$ cat config.mk
export PLATFORM = sky130hd
export DESIGN_NAME = hazard_match_gen
export DESIGN_NICKNAME = d
export VERILOG_FILES = /design/src/rtl/hazard_match_gen.sv
export SDC_FILE = /design/constraint.sdc
export NUM_CORES = 1
export LEC_CHECK = 0
export CORE_UTILIZATION = 45
export DETAILED_ROUTE_END_ITERATION = 6
export PLACE_DENSITY = 0.72
export SLEW_MARGIN = 15
export SYNTH_ARGS = -nofsm -noshare
export SYNTH_HDL_FRONTEND = slang
export SYNTH_SLANG_ARGS = --single-unit
$ cat constraint.sdc
create_clock -name clk -period 1.9 [get_ports clk]
set_clock_uncertainty 0.05 [all_clocks]
set_input_delay 0.38 -clock clk [delete_from_list [all_inputs] [get_ports clk]]
set_output_delay 0.38 -clock clk [all_outputs]
set_load 0.05 [all_outputs]
$ cat src/rtl/hazard_match_gen.sv
// Register-match generator for a dual-issue forwarding unit: tracks decode
// sources into E and both pipes' destinations through E/M/W, flags source/destination hits.
module hazard_match_gen #(
    parameter int REG_W  = 4,
    parameter int PC_IDX = 15,
    parameter int CNT_W  = 16
) (
    input  logic             clk,
    input  logic             reset,
    input  logic [REG_W-1:0] RA1D,
    input  logic [REG_W-1:0] RA2D,
    input  logic             UseRA1D,
    input  logic             UseRA2D,
    input  logic [REG_W-1:0] WA3D,
    input  logic             RegWriteAD,
    input  logic [REG_W-1:0] WA4D,
    input  logic             RegWriteBD,
    input  logic             FlushE,
    input  logic             StallD,
    output logic [7:0]       Match,
    output logic [CNT_W-1:0] StallCount
);

    typedef struct packed {
        logic [REG_W-1:0] wa3;
        logic [REG_W-1:0] wa4;
        logic             wr_a;
        logic             wr_b;
    } dest_t;

    localparam logic [REG_W-1:0] PC_REG  = REG_W'(PC_IDX);
    localparam logic [CNT_W-1:0] CNT_MAX = '1;

    logic [REG_W-1:0] ra1_e, ra2_e;
    logic             use1_e, use2_e;
    dest_t            dest_e, dest_m, dest_w;

    // NOTE: non-blocking assignments so every stage samples its predecessor's pre-edge value.
    always_ff @(posedge clk) begin
        if (reset) begin
            ra1_e  <= '0;
            ra2_e  <= '0;
            use1_e <= 1'b0;
            use2_e <= 1'b0;
            dest_e <= '0;
            dest_m <= '0;
            dest_w <= '0;
        end else begin
            // A flush only clears the qualifiers; the stale indices are harmless without them.
            ra1_e       <= RA1D;
            ra2_e       <= RA2D;
            use1_e      <= UseRA1D && !FlushE;
            use2_e      <= UseRA2D && !FlushE;
            dest_e.wa3  <= WA3D;
            dest_e.wa4  <= WA4D;
            dest_e.wr_a <= RegWriteAD && !FlushE;
            dest_e.wr_b <= RegWriteBD && !FlushE;
            dest_m      <= dest_e;
            dest_w      <= dest_m;
        end
    end

    always_ff @(posedge clk) begin
        if (reset) begin
            StallCount <= '0;
        end else if (StallD && (StallCount != CNT_MAX)) begin
            StallCount <= StallCount + 1'b1;
        end
    end

    function automatic logic hit(input logic             use_src,
                                 input logic [REG_W-1:0] ra,
                                 input logic             wr,
                                 input logic [REG_W-1:0] wa);
        return use_src && wr && (ra == wa) && (ra != PC_REG);
    endfunction

    assign Match = {
        hit(use1_e, ra1_e, dest_m.wr_a, dest_m.wa3),
        hit(use1_e, ra1_e, dest_w.wr_a, dest_w.wa3),
        hit(use1_e, ra1_e, dest_m.wr_b, dest_m.wa4),
        hit(use1_e, ra1_e, dest_w.wr_b, dest_w.wa4),
        hit(use2_e, ra2_e, dest_m.wr_a, dest_m.wa3),
        hit(use2_e, ra2_e, dest_w.wr_a, dest_w.wa3),
        hit(use2_e, ra2_e, dest_m.wr_b, dest_m.wa4),
        hit(use2_e, ra2_e, dest_w.wr_b, dest_w.wa4)
    };

endmodule

==> out/metrics.csv, run 1 <==
metric;value;unit
status;complete, but fails checks;
failing checks;negative setup slack;
CTS H-tree lvls;2;
most numerous cell on the critical path;nand4_1;
fin cells;359;
Final nets;316;
pins over their slew limit;0;
GRT Util Overall;18.2;%
WL per Instance;13.1;µm
Cell Area, Synth;2320;µm²
IO Pins;48;
Seq cells post-synth;56;
pwr dens;653;nW/µm²
initial DRC count;63;
remaining antenna violation count;0;
TritonCTS clock tree;built;
WP buf/inv;1;
Fill cells;416;
RePlAce Congestion;0.837;
Critical-path top delay cell;dfxtp_4;
final instance area;3220;µm²
IO Port Bufs;47;
Min-Delay Path Class;reg -> reg;
Syn Nets;263;
largest net degree at the start of global routing;30;
fin crit share;100;%
Crit Path Class;reg -> out;
delay-heaviest family, CP;simple AND/OR/NAND/NOR gates;
clock slew at reported path FFs;90;ps
Die ar.;5440;µm²
clock sink total;56;
antenna violations before repair;0;
post-layout minimum cycle time;1910;ps
Worst-Margin Slew;585;ps
max-cap violations;0;
RSZ-0062 raised after global routing;yes;
WP data arrival;1480;ps
Cells after DPL;348;
Post-synth EDFFs;0;
Initial Utilization;47.8;%
synth unique cells;35;
CP endpoint kind;primary output;
final hold slack;394;ps
yosys warns;0;
Cell Area, Placed;3070;µm²
Yosys top cell area share;48.4;%
startpoint types;register;
clk_lat worst skew;300;ps
global-route wire length before repair;7.55;mm
relative slew slack;60.5;%
CTS max path bufs;2;
setup violators final;2;
Leak;0.00124;µW
die height;73.7;µm
clock root cell;clkbuf_8;
largest cells by area after synthesis;dfxtp_1 48%, nor2b_1 10%, xor2_1 9.8%, nand4_1 3.8%, xnor2_1 3.8%;
Peak supply drop;0.427;mV
synthesized netlist cell count;238;
share of layout cells above drive strength 1;29.5;%
CP max stage delay;380;ps
cell row count;25;
Worst Path Max Fanout;5;
DRC viols;0;
Seq/Total Area, Yosys;48.4;%
syn_area_per_cell;9.73;µm²
Fin. Hold Viols;0;
pre-CTS setup slack;-231;ps
post-DP HPWL;3.47;mm
WP data required;1470;ps
Die Wd;73.7;µm
total grt overflow;0;
vias in the first global route;1614;
CTS Buf Count;5;
async set-reset flop share out of synthesis;0;%
routed wire length;4.71;mm
Area growth, synth to finish;38.8;%
Top FF cell, synth;dfxtp_1;
fin worst setup slack;-9.48;ps
DR vias/cell;5.08;
Core Area;4850;µm²
routed via count;1823;
TritonRoute pass-1 iters;4;
cells along the critical path;nand4_1 -> nand4_1 -> nor4_4 -> buf_12;
antenna cell count;0;
Synth area leader;dfxtp_1;
fmax;524;MHz
[per-layer routing]
metal  GRT usage, %  vias up  routed length, µm  share of wire [%]
li1               -      931                  -                  -
met1           24.9      840               2280                 48
met2           28.6       48               2160                 46
met3           5.08        4                239                5.1
met4           3.63        0                 30               0.64
met5              0        -                  0                  0
[area by class of cell]
cell class | instances | area (µm²) | share of cell area, %
inverters | 2 | 7.51 | 0.233
clock buffers | 5 | 68.8 | 2.14
flip-flops and latches | 56 | 1160 | 36.1
repair buffers | 61 | 611 | 19.0
well taps | 67 | 83.8 | 2.61
multi-input cells | 165 | 1260 | 39.3
clock inverters | 3 | 21.3 | 0.661
[logic make-up (layout without fill, tap and decap cells)]
| logic type | count (synthesis) | after routing | share of synthesized area (%) |
|---|---|---|---|
| simple gates | 102 | 102 | 26.9 |
| flops | 56 | 56 | 48.4 |
| xor+xnor | 36 | 36 | 13.6 |
| compound gates | 24 | 24 | 6.81 |
| buf+inv | 17 | 71 | 2.81 |
| mux | 2 | 2 | 0.918 |
| fa+ha+maj | 1 | 1 | 0.540 |
[power breakdown]
part           total, µW  switching (µW)  internal, µW
clock                638             375           262
sequential          1260            43.6          1210
combinational        207            98.0           109
[layout by cell type (no fill, tap or decap), drive strengths merged, types with 2 or more instances in the layout]
master,count
dfxtp,56
buf,39
nor2b,37
xor2,26
clkdlybuf4s50,22
nand4,15
xnor2,10
nor2,9
a21oi,9
nor4,9
nand2,5
nand3,5
o31ai,5
and2,5
clkbuf,5
or3,5
o21ai,3
or4,3
nor3,3
and4,3
inv,3
a311oi,2
o41ai,2
[what timing repair did]
action	CTS	global route
setup endpoints to repair	8	9
setup buffers	3	0
endpoints found under the hold margin	0	0
hold buffers	0	0
gates resized for setup	13	1
pin swaps	7	3
[Yosys cell counts (2+ instances only)]
cell type	instances
xnor2_1	10
nor3_1	3
inv_1	2
o31ai_1	5
nand3_1	5
nor2b_1	37
clkbuf_1	12
or4_1	3
and4_1	2
a311oi_1	2
or3_1	4
dfxtp_1	56
o41ai_1	2
nand2_1	5
and2_1	5
nor4_1	9
xor2_1	26
nand4_1	14
o21ai_0	3
a21oi_1	9
buf_1	2
nor2_1	9
[registers in the layout, summed over array words and instances, names as in the netlist]
signal and count:
StallCount 16, ra1_e 4, dest_e 10, dest_w 10, ra2_e 4, use1_e 1, use2_e 1, dest_m 10
[through the flow]
step / utilization [%] / TNS, ps / power, µW
2_1_floorplan: - / -47.3 / 1410
3_3_place_gp: 63.3 / -707 / 1480
5_1_grt: 66.3 / -452 / 2190
3_5_place_dp: 63.3 / -871 / 1490
4_1_cts: 66.2 / -148 / 2120
6_report: 66.3 / -17.8 / 2100
[final timing paths]
check / end / cells past startpoint / slack (ps) / from
worst max-delay path: Match[0] / 4 / -9 / ra2_e[2]
worst min-delay path: dest_m[3] / 1 / 390 / dest_e[3]
worst max register to register: StallCount[4] / 4 / 150 / StallCount[12]
worst min register to register: dest_m[3] / 1 / 390 / dest_e[3]
No activity file was read; power rests on OpenSTA's default activity.
==> run 2: changes to the inputs <==
Settings changed: CORE_UTILIZATION 45 to 56, DONT_BUFFER_PORTS set to 1.
Clock period 1.9 ns to 1.7 ns, I/O delays scaled along.
==> run 2 against run 1 <==
Compared with the run above: the flow still finishes with violations (negative setup slack); critical path type unchanged; critical endpoint is now Match[1]; first-iteration DRC count grew 11%; final cell count down 11%; sequential power grew 10%.
==> out/metrics.csv, run 2 (synthesis gave the netlist of run 1 again) <==
metric;value;unit;change
status;complete, but fails checks;;unchanged
failing checks;negative setup slack;;unchanged
Cells after DPL;305;;was 348
GRT Util Overall;23.6;%;was 18.2%
Worst Path Max Fanout;5;;unchanged
fin crit share;114;%;
antenna cell count;0;;unchanged
Most flops, register;StallCount;;unchanged
vias in the first global route;1636;;was 1614
reg2reg start;StallCount[5];;was StallCount[12]
share of layout cells above drive strength 1;33.5;%;was 29.5%
logic gate share of total power;7.1;%;was 9.8%
post-DP HPWL;3.52;mm;was 3.47 mm
commonest non-fill, non-tap cell in the layout;nor2b_1;;unchanged
depth of the worst hold-timing path;1;;unchanged
Leak;0.00117;µW;was 0.00124 µW
CTS H-tree lvls;2;;unchanged
DRC viols;0;;unchanged
clock root cell;clkbuf_8;;unchanged
IO Pins;48;;unchanged
relative slew slack;78.3;%;was 60.5%
die height;66.3;µm;was 73.7 µm
FF-to-FF path depth;4;;unchanged
routed wire length;5.00;mm;was 4.71 mm
remaining antenna violation count;0;;unchanged
fmax;515;MHz;
fin worst setup slack;-241;ps;was -9.48 ps
max reg flops;16;;unchanged
hold path endpoint;StallCount[8];;was dest_m[3]
Crit Path Class;reg -> out;;unchanged
CP endpoint kind;primary output;;unchanged
pins over their slew limit;0;;unchanged
DR vias/cell;5.62;;was 5.08
WP data required;1310;ps;was 1470 ps
setup violators final;8;;was 2
final instance area;3020;µm²;was 3220 µm²
Peak supply drop;0.624;mV;was 0.427 mV
clock slew at reported path FFs;100;ps;was 90 ps
Clk pwr share;32.4;%;was 30.4%
IO Port Bufs;0;;was 47
routed via count;1793;;was 1823
reg-to-reg endpoint;StallCount[9];;was StallCount[4]
Area growth, synth to finish;30.5;%;was 38.8%
Die Wd;66.3;µm;was 73.7 µm
largest net degree at the start of global routing;56;;was 30
clk_lat worst skew;310;ps;was 300 ps
overall power;2300;µW;was 2100 µW
clock sink total;56;;unchanged
startpoint types;register;;unchanged
Die ar.;4400;µm²;was 5440 µm²
max-cap violations;0;;unchanged
initial DRC count;70;;was 63
RSZ-0062 raised after global routing;yes;;unchanged
Worst-Margin Slew;321;ps;was 585 ps
reg-to-reg slack, setup;90;ps;was 150 ps
pwr dens;762;nW/µm²;was 653 nW/µm²
Initial Utilization;58.3;%;was 47.8%
Seq pwr share;60.5;%;was 59.8%
Min-Delay Path Class;in -> reg;;was reg -> reg
TritonCTS clock tree;built;;unchanged
Fin. Hold Viols;0;;unchanged
post-cts hold buffer count;0;;unchanged
CTS Buf Count;5;;unchanged
global-route wire length before repair;7.71;mm;was 7.55 mm
post-layout minimum cycle time;1940;ps;
total grt overflow;0;;unchanged
WP data arrival;1550;ps;was 1480 ps
most frequent cells in the layout;37 x nor2b_1, 32 x dfxtp_1, 30 x buf_4;;unchanged
Core Area;3970;µm²;was 4850 µm²
worst hold start;reset;;was dest_e[3]
antenna violations before repair;0;;unchanged
RePlAce Congestion;0.886;;was 0.837
cell row count;23;;was 25
fin cells;319;;was 359
Pint;1720;µW;was 1580 µW
TritonRoute pass-1 iters;4;;unchanged
Final nets;293;;was 316
Cell Area, Placed;2820;µm²;was 3070 µm²
Sw Pwr;579;µW;was 517 µW
WL per Instance;15.7;µm;was 13.1 µm
CTS max path bufs;2;;unchanged
sw frac;25.1;%;was 24.6%
Fin Setup TNS;-1380;ps;was -17.8 ps
[run 2: layer usage]
layer / up-vias / routed length, µm / part of all wire, % / global-route usage [%]
met5: - / 0 / 0 / 0
met1: 857 / 2290 / 46 / 31.5
met2: 48 / 2420 / 48 / 36.2
met3: 4 / 255 / 5.1 / 6.03
li1: 884 / - / - / -
met4: 0 / 38 / 0.76 / 9.04
[run 2: area by class of cell]
class	count	area, µm²
clock buffer	5	68.8
sequential	56	1180
timing repair buffer	38	385
inverter	2	7.51
clock inverter	3	23.8
fill	275	948
multi-input combinational	165	1300
tap	50	62.6
[run 2: worst max path at each step]
stage | start | end | slack [ps]
after floorplan | StallCount[2] | StallCount[9] | -100
after CTS | ra2_e[1] | Match[3] | -200
after global routing | ra2_e[1] | Match[3] | -310
after detailed placement | StallCount[12] | StallCount[2] | -3
final | ra2_e[1] | Match[1] | -240
after global placement | ra1_e[0] | Match[4] | 90
[run 2: power groups by stage]
stage,combinational (µW),clock [µW],sequential [µW]
after CTS,161,758,1390
after floorplan,155,0,1420
after global placement,151,0,1420
after detailed placement,157,0,1420
final,163,746,1390
after global routing,176,827,1400
[run 2: worst max-delay path, stage by stage, from the launching register on]
cell and delay [ps]:
dfxtp_4 390, nand4_1 190, nand4_1 180, nor4_4 310, buf_12 180
[run 2: metrics by stage]
| step | setup slack [ps] | utilization (%) | hold WS [ps] |
|---|---|---|---|
| 2_1_floorplan | -100 | - | 364 |
| 3_3_place_gp | 91.7 | 71.0 | 358 |
| 3_5_place_dp | -2.52 | 71.0 | 362 |
| 4_1_cts | -195 | 74.3 | 24.8 |
| 5_1_grt | -306 | 76.1 | 17.2 |
| 6_report | -241 | 76.1 | 25.0 |
[run 2: timing repair]
action                                  CTS  global route
pin swaps                                 7             4
setup buffers                             1             5
gates resized for setup                  12             7
endpoints found under the setup margin    9            20
==> run 3: changes to the inputs <==
Settings changed: ABC_AREA set to 1.
==> run 3 against run 2 <==
Compared with the run above: the flow still finishes with violations (negative setup slack); sequential share of layout area shrank 1.4 points; routed wire length grew 13%; utilization shrank 1.2 points; count of clock-buffer cells in the layout grew 2; critical path depth grew 1; via count grew 29%; final area grew 2.0%; clock power shrank 1%; largest cell class unchanged.
==> out/metrics.csv, run 3 <==
metric;value;unit;change
status;complete, but fails checks;;unchanged
failing checks;negative setup slack;;unchanged
Top FF cell, synth;dfxtp_1;;unchanged
total grt overflow;0;;unchanged
setup violators final;8;;unchanged
Yosys top cell area share;45.2;%;was 48.4%
DR vias/cell;5.26;;was 5.62
RePlAce Congestion;0.924;;was 0.886
Crit Path Class;reg -> out;;unchanged
cells along the critical path;buf_4 -> nand2_1 -> nand3_1 -> nor4_4 -> buf_12;;was nand4_1 -> nand4_1 -> nor4_4 -> buf_12
Initial Utilization;60.2;%;was 58.3%
vias in the first global route;2128;;was 1636
post-DP HPWL;4.17;mm;was 3.52 mm
Worst-Margin Slew;346;ps;was 321 ps
reg-to-reg endpoint;StallCount[14];;was StallCount[9]
Peak supply drop;0.670;mV;was 0.624 mV
commonest cells in the netlist;76 x nand2_1, 75 x nor2_1, 62 x inv_1;;was 56 x dfxtp_1, 37 x nor2b_1, 26 x xor2_1
TritonCTS clock tree;built;;unchanged
async set-reset flop share out of synthesis;0;%;unchanged
Seq cells post-synth;56;;unchanged
Fill cells;330;;was 275
RSZ-0062 raised after global routing;yes;;unchanged
syn_area_per_cell;6.83;µm²;was 9.73 µm²
reg-to-reg slack, setup;190;ps;was 90 ps
Min-Delay Path Class;in -> reg;;unchanged
synthesized netlist cell count;363;;was 238
worst setup path start;ra1_e[2];;was ra2_e[1]
remaining antenna violation count;0;;unchanged
WP data arrival;1510;ps;was 1550 ps
routed wire length;5.65;mm;was 5.00 mm
WL per Instance;12.9;µm;was 15.7 µm
Area growth, synth to finish;24.4;%;was 30.5%
CTS Buf Count;5;;unchanged
IO Port Bufs;0;;unchanged
CP endpoint kind;primary output;;unchanged
overall power;2330;µW;was 2300 µW
Seq/Total Area, Yosys;45.2;%;was 48.4%
yosys warns;0;;unchanged
clock sink total;56;;unchanged
reg2reg start;StallCount[10];;was StallCount[5]
Die Wd;68.5;µm;was 66.3 µm
FF-to-FF path depth;5;;was 4
WP data required;1310;ps;about the same
post-layout minimum cycle time;1900;ps;was 1940 ps
die height;68.5;µm;was 66.3 µm
initial DRC count;215;;was 70
max reg flops;16;;unchanged
Most flops, register;StallCount;;unchanged
final hold slack;37.7;ps;was 25.0 ps
DRC viols;0;;unchanged
Fin. Hold Viols;0;;unchanged
Syn Nets;388;;was 263
startpoint types;register;;unchanged
Setup crit end;Match[7];;was Match[1]
share of layout cells above drive strength 1;20.8;%;was 33.5%
Cell Area, Synth;2480;µm²;was 2320 µm²
antenna cell count;0;;unchanged
clock slew at reported path FFs;100;ps;about the same
largest net degree at the start of global routing;39;;was 56
fin worst setup slack;-203;ps;was -241 ps
Stages on worst setup path;5;;was 4
pre-CTS setup slack;47.2;ps;was -2.52 ps
clk_lat worst skew;300;ps;was 310 ps
Leak;0.00129;µW;was 0.00117 µW
count leader, synth;nand2_1;;was dfxtp_1
commonest non-fill, non-tap cell in the layout;nor2_1;;was nor2b_1
largest cells by area after synthesis;dfxtp_1 45%, nand2_1 12%, nor2_1 11%, inv_1 9.4%, nand3_1 5.5%;;was dfxtp_1 48%, nor2b_1 10%, xor2_1 9.8%, nand4_1 3.8%, xnor2_1 3.8%
WP buf/inv;2;;was 1
Critical-path top delay cell;dfxtp_4;;unchanged
Synth area leader;dfxtp_1;;unchanged
antenna violations before repair;0;;unchanged
Fin Setup TNS;-1120;ps;was -1380 ps
Core Area;4120;µm²;was 3970 µm²
max-cap violations;0;;unchanged
fin crit share;112;%;was 114%
global-route wire length before repair;9.16;mm;was 7.71 mm
CTS max path bufs;2;;unchanged
TritonRoute pass-1 iters;4;;unchanged
Worst Path Max Fanout;6;;was 5
fmax;526;MHz;was 515 MHz
Final nets;413;;was 293
synth unique cells;20;;was 35
CTS H-tree lvls;2;;unchanged
clock root cell;clkbuf_8;;unchanged
pins over their slew limit;0;;unchanged
Post-synth EDFFs;0;;unchanged
GRT Util Overall;26.1;%;was 23.6%
most frequent cells in the layout;75 x nor2_1, 74 x nand2_1, 54 x inv_1;;was 37 x nor2b_1, 32 x dfxtp_1, 30 x buf_4
routed via count;2308;;was 1793
CP max stage delay;370;ps;was 390 ps
Die ar.;4700;µm²;was 4400 µm²
cell row count;23;;unchanged
IO Pins;48;;unchanged
pwr dens;755;nW/µm²;was 762 nW/µm²
delay-heaviest family, CP;simple AND/OR/NAND/NOR gates;;unchanged
relative slew slack;76.9;%;was 78.3%
[run 3: cell types whose count changed after synthesis, sizes merged, moves of 5 or more]
cell,before,now
or3,5,0
o31ai,5,0
clkbuf,12,4
xnor2,10,0
nor2b,37,0
nand2,5,77
and2,5,0
inv,2,62
o22ai,0,16
nor2,9,81
xor2,26,0
nand3,5,27
[run 3: worst min-delay path by stage]
| stage | startpoint | end | slack, ps | depth (start not counted) |
|---|---|---|---|---|
| floorplan | dest_e[0] | dest_m[0] | 340 | 2 |
| global placement | dest_e[5] | dest_m[5] | 340 | 2 |
| detailed placement | dest_e[5] | dest_m[5] | 340 | 2 |
| CTS | reset | dest_m[9] | 30 | 1 |
| global route | reset | dest_e[9] | 20 | 1 |
| finish | reset | dest_m[9] | 40 | 1 |
[run 3: final cells by class]
type	count	area (µm²)	area share (%)
clock buffer	7	86.3	2.80
clock inverter	1	7.51	0.243
multi-input combinational	234	1220	39.6
tap	50	62.6	2.03
timing repair buffer	28	310	10.1
inverter	63	239	7.75
sequential	56	1160	37.5
[run 3: power breakdown]
group | internal [µW] | switching, µW
sequential | 1350 | 40.5
clock | 332 | 404
combinational | 71.1 | 130
[run 3: stage by stage]
step,util (%),cells,area (µm²)
global route,74.9,439,3080
finish,74.9,439,3080
CTS,74.4,438,3060
floorplan,-,363,2610
detailed placement,70.6,429,2910
global placement,70.6,429,2910
[run 3: timing repair]
item                                    4_1_cts  5_1_grt
gates resized for setup                      29        7
endpoints found under the setup margin        8        8
pin swaps                                     6        1
setup buffers                                 1        1
hold buffers                                  0        0
[run 3: cells by family after synthesis]
| kind of cell | Yosys count | share of synthesized area, % |
|---|---|---|
| adders and majority gates | 1 | 0.505 |
| DFF | 56 | 45.2 |
| and+or+nand+nor | 204 | 35.9 |
| buffers and inverters | 73 | 11.7 |
| AOI/OAI and AO/OA | 29 | 6.66 |
[run 3: metal layers]
metal	GRT usage, %	up-vias	share of wire (%)
li1	-	1186	-
met4	8.07	0	1.3
met3	7.57	8	6.5
met5	0	-	0
met2	42.8	86	46
met1	32.9	1028	46
